File: config.mk
export PLATFORM = sky130hd
export DESIGN_NAME = clock_input_conditioner
export DESIGN_NICKNAME = d
export VERILOG_FILES = /design/src/rtl/clock_input_conditioner.sv
export SDC_FILE = /design/constraint.sdc
export NUM_CORES = 1
export LEC_CHECK = 0
export CORE_MARGIN = 2
export CORE_UTILIZATION = 65
export DETAILED_ROUTE_END_ITERATION = 8
export PLACE_DENSITY = 0.83
export SYNTH_ARGS = -nofsm -noshare
export SYNTH_HDL_FRONTEND = slang
export SYNTH_SLANG_ARGS = --single-unit
File: constraint.sdc
create_clock -name Clock -period 4.7 [get_ports Clock]
set_input_delay 1.41 -clock Clock [delete_from_list [all_inputs] [get_ports Clock]]
set_output_delay 1.41 -clock Clock [all_outputs]
set_load 0.05 [all_outputs]
File: src/rtl/clock_input_conditioner.sv
// Button front end for the clock sequencer: synchronise, debounce and auto-repeat
// the two set-buttons, and derive the Tick time base (frozen while a button is held).

module clock_input_conditioner_chan #(
    parameter int DEBOUNCE_CYCLES = 1024,
    parameter int REPEAT_DELAY    = 16384,
    parameter int REPEAT_RATE     = 4096
) (
    input  logic Clock,
    input  logic nReset,
    input  logic btn_i,
    output logic level_o,
    output logic pulse_o
);
    localparam int DC_W   = (DEBOUNCE_CYCLES > 1) ? $clog2(DEBOUNCE_CYCLES) : 1;
    localparam int RC_MAX = (REPEAT_DELAY > REPEAT_RATE) ? REPEAT_DELAY : REPEAT_RATE;
    localparam int RC_W   = (RC_MAX > 1) ? $clog2(RC_MAX) : 1;

    localparam logic [DC_W-1:0] DC_LAST    = DC_W'(DEBOUNCE_CYCLES - 1);
    localparam logic [RC_W-1:0] DELAY_LAST = RC_W'(REPEAT_DELAY - 1);
    localparam logic [RC_W-1:0] RATE_LAST  = RC_W'(REPEAT_RATE - 1);

    typedef enum logic [1:0] {
        IDLE   = 2'd0,
        DELAY  = 2'd1,
        REPEAT = 2'd2
    } state_e;

    logic            sync1_q, sync2_q;
    logic            level_q, level_d;
    logic [DC_W-1:0] dc_q, dc_d;
    state_e          state_q, state_d;
    logic [RC_W-1:0] rc_q, rc_d;
    logic            pulse_q, pulse_d;

    always_ff @(posedge Clock or negedge nReset) begin
        if (!nReset) begin
            sync1_q <= 1'b0;
            sync2_q <= 1'b0;
            level_q <= 1'b0;
            dc_q    <= '0;
            state_q <= IDLE;
            rc_q    <= '0;
            pulse_q <= 1'b0;
        end else begin
            sync1_q <= btn_i;
            sync2_q <= sync1_q;
            level_q <= level_d;
            dc_q    <= dc_d;
            state_q <= state_d;
            rc_q    <= rc_d;
            pulse_q <= pulse_d;
        end
    end

    // Any sample that agrees with the accepted level restarts the stability count.
    always_comb begin
        level_d = level_q;
        dc_d    = dc_q;
        if (sync2_q == level_q) begin
            dc_d = '0;
        end else if (dc_q == DC_LAST) begin
            level_d = sync2_q;
            dc_d    = '0;
        end else begin
            dc_d = dc_q + 1'b1;
        end
    end

    // Release is tested before the terminal count so it wins over a due pulse.
    always_comb begin
        state_d = state_q;
        rc_d    = rc_q;
        pulse_d = 1'b0;
        case (state_q)
            IDLE: begin
                rc_d = '0;
                if (level_q) begin
                    pulse_d = 1'b1;
                    state_d = DELAY;
                end
            end
            DELAY: begin
                if (!level_q) begin
                    state_d = IDLE;
                    rc_d    = '0;
                end else if (rc_q == DELAY_LAST) begin
                    pulse_d = 1'b1;
                    rc_d    = '0;
                    state_d = REPEAT;
                end else begin
                    rc_d = rc_q + 1'b1;
                end
            end
            REPEAT: begin
                if (!level_q) begin
                    state_d = IDLE;
                    rc_d    = '0;
                end else if (rc_q == RATE_LAST) begin
                    pulse_d = 1'b1;
                    rc_d    = '0;
                end else begin
                    rc_d = rc_q + 1'b1;
                end
            end
            default: begin
                state_d = IDLE;
                rc_d    = '0;
            end
        endcase
    end

    assign level_o = level_q;
    assign pulse_o = pulse_q;
endmodule

module clock_input_conditioner #(
    parameter int TICK_DIV        = 32768,
    parameter int DEBOUNCE_CYCLES = 1024,
    parameter int REPEAT_DELAY    = 16384,
    parameter int REPEAT_RATE     = 4096
) (
    input  logic Clock,
    input  logic nReset,
    input  logic BtnMin,
    input  logic BtnHour,
    output logic Tick,
    output logic SyncMinOut,
    output logic SyncHourOut,
    output logic SetActive
);
    localparam int PC_W = (TICK_DIV > 1) ? $clog2(TICK_DIV) : 1;
    localparam logic [PC_W-1:0] PC_LAST = PC_W'(TICK_DIV - 1);

    logic            level_min, level_hour, any_level;
    logic [PC_W-1:0] pc_q, pc_d;
    logic            tick_q, tick_d;
    logic            set_active_q;

    clock_input_conditioner_chan #(
        .DEBOUNCE_CYCLES(DEBOUNCE_CYCLES),
        .REPEAT_DELAY   (REPEAT_DELAY),
        .REPEAT_RATE    (REPEAT_RATE)
    ) u_min (
        .Clock  (Clock),
        .nReset (nReset),
        .btn_i  (BtnMin),
        .level_o(level_min),
        .pulse_o(SyncMinOut)
    );

    clock_input_conditioner_chan #(
        .DEBOUNCE_CYCLES(DEBOUNCE_CYCLES),
        .REPEAT_DELAY   (REPEAT_DELAY),
        .REPEAT_RATE    (REPEAT_RATE)
    ) u_hour (
        .Clock  (Clock),
        .nReset (nReset),
        .btn_i  (BtnHour),
        .level_o(level_hour),
        .pulse_o(SyncHourOut)
    );

    assign any_level = level_min | level_hour;

    // Holding the prescaler at zero while setting restarts the time base on release.
    always_comb begin
        pc_d   = pc_q;
        tick_d = 1'b0;
        if (any_level) begin
            pc_d = '0;
        end else if (pc_q == PC_LAST) begin
            pc_d   = '0;
            tick_d = 1'b1;
        end else begin
            pc_d = pc_q + 1'b1;
        end
    end

    always_ff @(posedge Clock or negedge nReset) begin
        if (!nReset) begin
            pc_q         <= '0;
            tick_q       <= 1'b0;
            set_active_q <= 1'b0;
        end else begin
            pc_q         <= pc_d;
            tick_q       <= tick_d;
            set_active_q <= any_level;
        end
    end

    assign Tick      = tick_q;
    assign SetActive = set_active_q;
endmodule

## Yosys cells after proc, flatten, opt, wreduce, memory -nomap -nowiden

Index checks and enable logic that the tools add are counted.

- Multipliers: 0
- Add/sub/neg operators: 5
- Multiplexer cells: 40
- Bitwise logic cells: 3
- Equality and inequality tests: 19
- Shift operators: 0
- Reduce and logical (&&, ||, !) cells: 6
- Divide/modulo/power cells: 0
- $lt $le $gt $ge: 0

Operators with widths:

| operator | count |
|---|---|
| $mux W14 | 8 |
| $pmux W14 S2 | 2 |
| $mux W10 | 4 |
| $mux W15 | 2 |
| $add A14 B1 Y14 const B | 2 |
| $eq A14 B12 Y1 const B | 2 |
| $eq A14 B14 Y1 const B | 2 |
| $add A10 B1 Y10 const B | 2 |
| $eq A10 B10 Y1 const B | 2 |
| $mux W2 | 8 |
| $add A15 B1 Y15 const B | 1 |
| $eq A15 B15 Y1 const B | 1 |
| $mux W1 | 12 |
| $pmux W2 S3 | 2 |
| $ne A3 B3 Y1 const B | 2 |
| $pmux W1 S3 | 2 |
| $reduce_and A3 Y1 | 2 |
| $eq A2 B1 Y1 const B | 2 |
| $eq A2 B2 Y1 const B | 2 |
| $logic_not A2 Y1 | 2 |
| $ne A2 B1 Y1 const B | 2 |
| $ne A2 B2 Y1 const B | 2 |
| $reduce_and A2 Y1 | 2 |
| $eq A1 B1 Y1 | 2 |
| other kinds (2) | 3 |

- Word-level logic and storage cells: 90
- Register bits: 77
- Bits in writable memories: 0
- Memory bits (read-only): 0
- Latch bits: 0
- Output and inout bits: 4
- Bits of input ports: 4
- Memories: 0

## Logic depth before layout (Yosys ltp)

Gate-level depths: netlist of run 1.

- Depth after elaboration: 4
- Gate-level depth with buffers: 7
- Mapped depth without buffers: 6

## By module

Synthesis of run 1 repeated with hierarchy kept, for this count alone.

- Cell total of the unflattened synthesis: 374
- Area total of the unflattened synthesis: 3913.8 µm²

By module, submodules not included:

| module | sequential area each (µm²) | area an instance (µm²) | times used | cells an instance |
|---|---|---|---|---|
| clock_input_conditioner_chan (u_min) | 750.7 | 1561.5 | 1 | 149 |
| clock_input_conditioner_chan (u_hour) | 750.7 | 1560.2 | 1 | 149 |
| clock_input_conditioner | 425.4 | 792.0 | 1 | 76 |

## Least setup slack after synthesis of run 1

No wires, ideal clock.

- Path kind: register -> output
- From: register set_active_q, in the netlist SetActive
- To: output SetActive
- Required time: 3.290 ns
- Buffers on the path: 0
- Slack: 2.704 ns
- Data arrival time: 0.586 ns
- Stages on the path, launching flop included: 1
- Cells stage by stage: dfrtp_1

RTL lines:

| item | RTL line | RTL |
|---|---|---|
| start, declared | 138 | `logic set_active_q;` |
| start signal, assigned | 188 | `set_active_q <= any_level;` |
| end, declared | 130 | `output logic SetActive` |

No word-level cell between the ends.

## Worst setup path after layout of run 1

- From: register set_active_q, in the netlist SetActive
- To: output SetActive

No word-level cell between the ends.

==> results of run 1 <==
-- flip-flops by register name, summed over array words and instances (netlist names) --
signal / flops
u_hour.dc_q: 10
u_hour.state_q: 2
u_hour.sync2_q: 1
u_min.dc_q: 10
u_hour.rc_q: 14
u_min.level_o: 1
u_min.pulse_o: 1
pc_q: 15
u_min.sync2_q: 1
SetActive: 1
u_hour.pulse_o: 1
u_min.rc_q: 14
u_hour.level_o: 1
u_hour.sync1_q: 1
u_min.state_q: 2
Tick: 1
u_min.sync1_q: 1
-- final timing paths --
check / slack [ns] / end / start / cells past startpoint
max reg2reg: 2.51 / u_min.rc_q[3] / u_min.state_q[0] / 6
min: 0.36 / u_hour.sync2_q / u_hour.sync1_q / 0
min reg2reg: 0.36 / u_hour.sync2_q / u_hour.sync1_q / 0
max in group asynchronous: 2.92 / u_hour.sync1_q / nReset / 1
min in group asynchronous: 1.20 / u_min.rc_q[13] / nReset / 1
max: 1.81 / SetActive / SetActive / 1
-- synthesized netlist by cell type, types with 4 or more instances --
| library cell | number |
|---|---|
| a21oi_1 | 8 |
| and2_1 | 6 |
| and3_1 | 8 |
| and4_1 | 4 |
| clkbuf_1 | 4 |
| dfrtp_1 | 77 |
| ha_1 | 13 |
| inv_1 | 17 |
| nand2_1 | 23 |
| nand3_1 | 18 |
| nand4_1 | 15 |
| nor2_1 | 71 |
| nor3_1 | 10 |
| o21ai_0 | 4 |
| xnor2_1 | 27 |
| xor2_1 | 23 |
-- per-stage QoR --
step / hold slack, ns / area [µm²] / setup slack, ns / total power [mW] / utilization
after global routing: 0.364 / 4130 / 1.77 / 1.25 / 0.736
after CTS: 0.362 / 4130 / 1.79 / 1.22 / 0.736
after floorplan: 0.331 / 3830 / 2.70 / 0.695 / -
after detailed placement: 0.342 / 3930 / 2.19 / 0.714 / 0.700
after global placement: 0.335 / 3930 / 2.20 / 0.712 / 0.700
final: 0.364 / 4130 / 1.81 / 1.21 / 0.736
-- power groups by stage --
stage | Combinational [mW] | Clock [mW] | Sequential (mW)
2_1_floorplan | 0.0108 | 0 | 0.685
3_3_place_gp | 0.0271 | 0 | 0.685
3_5_place_dp | 0.0281 | 0 | 0.686
4_1_cts | 0.0282 | 0.522 | 0.672
5_1_grt | 0.0317 | 0.548 | 0.674
6_report | 0.0269 | 0.514 | 0.672
-- metal layers --
layer | routed length (µm) | track usage
met1 | 3050 | 0.279
met2 | 3090 | 0.383
met3 | 160 | 0.0367
met4 | 116 | 0.117
met5 | 0 | 0
-- layout make-up --
type / count / area [µm²] / area share
inverters: 17 / 63.8 / 0.0155
multi-input cells: 277 / 1780 / 0.430
clock inverters: 7 / 80.1 / 0.0194
flip-flops and latches: 77 / 1930 / 0.467
clock buffers: 9 / 124 / 0.0300
well taps: 72 / 90.1 / 0.0218
repair buffers: 7 / 67.6 / 0.0164
-- cells by family after synthesis --
family / Yosys count
XOR/XNOR: 50
adder cells (fa/ha/maj): 13
flip-flops: 77
AND/OR/NAND/NOR: 179
AO/OA/AOI/OAI: 30
buffers and inverters: 27
multiplexers: 5
==> impl_metrics.yaml, run 1 <==
run_status:
  status: "finished, final reports clean"
floorplanning:
  core_area_mm2: 0.00561
  die-height_um: 80.7
  rows: 27
  die_x_um: 80.7
  initial_utilization: 0.683
  die-area_mm2: 0.00652
  ioPinCount: 8
clocking:
  cts_sinks: 77
  clk_pin_slew_ns: 0.08
  cts_root_buffer: "clkbuf_8"
  htree_levels: 3
  ctsResizeCount: 0
  clk_path_buf_depth: 2
  cts_hold_buf: 0
  cts_made_buffers: 9
  tritoncts: "built"
  postCtsSetupRepairBufs: 0
  insertion_delay_ns: 0.36
pwr:
  p_switching_mw: 0.286
  p_int_mw: 0.927
  p_leak_nw: 1.73
  p_clk_frac: 0.423
  power_density_mw_per_mm2: 294
  ir_drop_mv: 0.174
  swShare: 0.236
  p_comb_frac: 0.022
  seqPwrFrac: 0.554
worst_setup_path:
  path_delay_family: "buffers and inverters"
  worstSetupStartpointType: "flop"
  cp_slowest_cell: "clkdlybuf4s50_1"
  required_ns: 3.29
  cp-end-kind: "primary output"
  cpPeakStageDelay_ns: 0.79
  cp_max_fo: 1
  path_class: "flop to primary output"
  cp_num_buf_inv: 1
  cp_cell_sequence: "clkdlybuf4s50_1"
  critical_path_arrival_ns: 1.48
layout:
  diodes: 0
  layout_commonest_cell: "dfrtp_1"
  final_cell_mix: "dfrtp_1 (77), nor2_1 (71), xnor2_1 (27)"
  finalNonFillerCells: 466
  area_delta_synth_final_pct: 7.88
  drive_gt1_frac: 0.0761
  nets: 406
  fillCellCount: 401
grt:
  grt_pass1_vias: 2728
  gr-total-overflow: 0
  antenna_found_initial: 0
  grtUsageTotal: 0.225
  grt_max_degree: 78
  grt_first_pass_wirelength_mm: 11.4
synth:
  avgSynthCellArea_um2: 10.0
  synth_compound_area_frac: 0.0556
  synth_edf_count: 0
  syn_inst: 381
  synth_top_family_by_area: "simple AND/OR/NAND/NOR gates"
  yosys_warnings: 0
  ys.flop_type: "dfrtp_1"
  yosysTopAreaCellShare: 0.503
  synth.area.mux_share: 0.0137
  synthesis.area_mm2: 0.00383
  synthXorXnorAreaFrac: 0.114
  yosysUniqueCellTypes: 47
  yosys.area_share.adder: 0.0425
  postSynth.asyncResetShare: 1.00
  synth_area_leaders: "dfrtp_1 (50%), nor2_1 (7.0%), xnor2_1 (6.2%)"
  synth_largest_area_cell: "dfrtp_1"
  seq_area_frac_synth: 0.503
  syn-num-nets: 398
  synth-seq-cells: 77
  synth_simple_gate_area_frac: 0.238
sta:
  min_period_ns: 2.89
  finalSetupTns_ns: 0
  hold_viol_final: 0
  final_max_slew_viol_count: 0
  fmax_mhz: 346
  finalSetupViolations: 0
  slew_headroom: 0.384
  clock_skew_ns: 0.0152
  finalCritPeriodShare: 0.614
  rsz0062_at_grt: "false"
  worst_pin_slew_ns: 0.924
placement:
  placed_cells: 450
  io_buffers: 7
  gp_congestion: 0.788
  dp_hpwl_mm: 4.28
worst_hold_path:
  hp-class: "flop to flop"
routing:
  vias: 2661
  wl_mm: 6.42
  routedWlPerCell_um: 13.8
  drt_iter0_drc: 175
  drt_first_pass_iters: 4
  drc_errors: 0
  postRouteAntennaNets: 0
  viasPerCell: 5.71
run:
  maxCapViolations: 0
(Power assumes the default switching activity.)
==> run 2: changes to the inputs <==
CORE_UTILIZATION = 56   (was 65)
PLACE_DENSITY = 0.76   (was 0.83)
clock period = 2.55 ns   (was 4.7 ns; I/O delays follow)
==> impl_metrics.yaml, run 2 (synthesis gave the netlist of run 1 again) <==
placement:
  dp_hpwl_mm: 4.44
  placed_area_mm2: 0.00396
  gp_congestion: 0.817
  placed_cells: 460
  io_buffers: 7
clocking:
  insertion_delay_ns: 0.35
  ctsResizeCount: 0
  cts_made_buffers: 9
  clk_pin_slew_ns: 0.08
  htree_levels: 3
  clk_path_buf_depth: 2
  cts_hold_buf: 0
  cts_root_buffer: "clkbuf_8"
  tritoncts: "built"
  cts_sinks: 77
  postCtsSetupRepairBufs: 0
worst_setup_path:
  path_class: "flop to primary output"
  r2r-start: "pc_q[0]"
  cp_num_buf_inv: 1
  critical_path_arrival_ns: 1.47
  cp_max_fo: 1
  worstSetupStartpointType: "flop"
  required_ns: 1.79
  cp-end-kind: "primary output"
  path_delay_family: "buffers and inverters"
  cpPeakStageDelay_ns: 0.79
  cp_slowest_cell: "clkdlybuf4s50_1"
  reg2reg_slack_ns: 0.69
  cp_cell_sequence: "clkdlybuf4s50_1"
  reg2regPathDepth: 5
  r2r_end: "pc_q[5]"
floorplanning:
  die-height_um: 86.7
  die-area_mm2: 0.00751
  core_area_mm2: 0.00672
  ioPinCount: 8
  rows: 30
  die_x_um: 86.7
  initial_utilization: 0.570
layout:
  finalNonFillerCells: 476
  drive_gt1_frac: 0.0808
  regArea_mm2: 0.00193
  fillCellCount: 537
  largest_register: "pc_q"
  layout_commonest_cell: "dfrtp_1"
  area_delta_synth_final_pct: 9.02
  utilization: 0.621
  reg_top3: "pc_q: 15 flops, u_hour.rc_q: 14 flops, u_min.rc_q: 14 flops"
  largest_reg_flops: 15
  nets: 408
  diodes: 0
  post-route-cell-area_mm2: 0.00417
  final_cell_mix: "dfrtp_1 (77), nor2_1 (71), xnor2_1 (27)"
  multi_input_area_mm2: 0.00178
worst_hold_path:
  hold_start: "u_min.sync1_q"
  worstHoldEndpoint: "u_min.sync2_q"
  holdPathStages: 0
  hp-class: "flop to flop"
grt:
  grt_max_degree: 44
  grt_pass1_vias: 2624
  grt_first_pass_wirelength_mm: 11.7
  grtUsageTotal: 0.199
  gr-total-overflow: 0
  antenna_found_initial: 0
pwr:
  p_leak_nw: 1.75
  ir_drop_mv: 0.298
  power_density_mw_per_mm2: 537
run_status:
  status: "finished, final reports clean"
sta:
  hold_viol_final: 0
  finalSetupTns_ns: 0
  fmax_mhz: 447
  worst_pin_slew_ns: 0.566
  rsz0062_at_grt: "false"
  final_max_slew_viol_count: 0
  finalCritPeriodShare: 0.877
  slew_headroom: 0.623
  min_period_ns: 2.24
  finalSetupViolations: 0
  clock_skew_ns: 0.0104
run:
  maxCapViolations: 0
routing:
  wl_mm: 6.65
  postRouteAntennaNets: 0
  routedWlPerCell_um: 14.0
  viasPerCell: 5.61
  vias: 2671
  drc_errors: 0
  drt_iter0_drc: 179
  drt_first_pass_iters: 4
==> run 2: cell count changes in the layout (fill, tap and decap cells not counted) <==
cell      delta
buf_12       +1
buf_4        +1
clkbuf_8     +2
clkinv_2     +1
inv_6        -3
==> run 2: worst max path at each step <==
stage	start	to	cells past startpoint
final	u_hour.pulse_o	SyncHourOut	1
after global routing	u_hour.pulse_o	SyncHourOut	1
after CTS	u_hour.pulse_o	SyncHourOut	1
after detailed placement	pc_q[0]	pc_q[5]	5
after global placement	Tick	Tick	1
after floorplan	u_min.state_q[0]	u_min.rc_q[11]	7
==> run 2: stage by stage <==
| step | total power, mW | hold WS, ns | worst slack [ns] |
|---|---|---|---|
| after floorplan | 1.28 | 0.331 | 0.892 |
| after global placement | 1.32 | 0.342 | 0.693 |
| after detailed placement | 1.32 | 0.347 | 0.676 |
| after CTS | 2.26 | 0.362 | 0.297 |
| after global routing | 2.32 | 0.371 | 0.274 |
| final | 2.24 | 0.352 | 0.313 |
==> run 2: layer usage <==
metal	vias to the layer above	part of all wire	routed length (µm)	GRT usage
met4	0	0.024	160	0.104
met2	35	0.46	3050	0.317
met3	17	0.026	170	0.0362
met5	-	0	0	0
met1	1296	0.49	3270	0.262
li1	1323	-	-	-
==> run 2: cell type report <==
cell class / instances / area share
flip-flops and latches: 77 / 0.462
multi-input cells: 277 / 0.426
clock buffers: 11 / 0.0363
well taps: 80 / 0.0240
repair buffers: 9 / 0.0228
inverters: 17 / 0.0153
clock inverters: 5 / 0.0141
==> run 2: report_power, final <==
part,switching (mW),internal (mW)
clock,0.444,0.505
combinational,0.0375,0.0168
sequential,0.00803,1.23
total,0.490,1.75
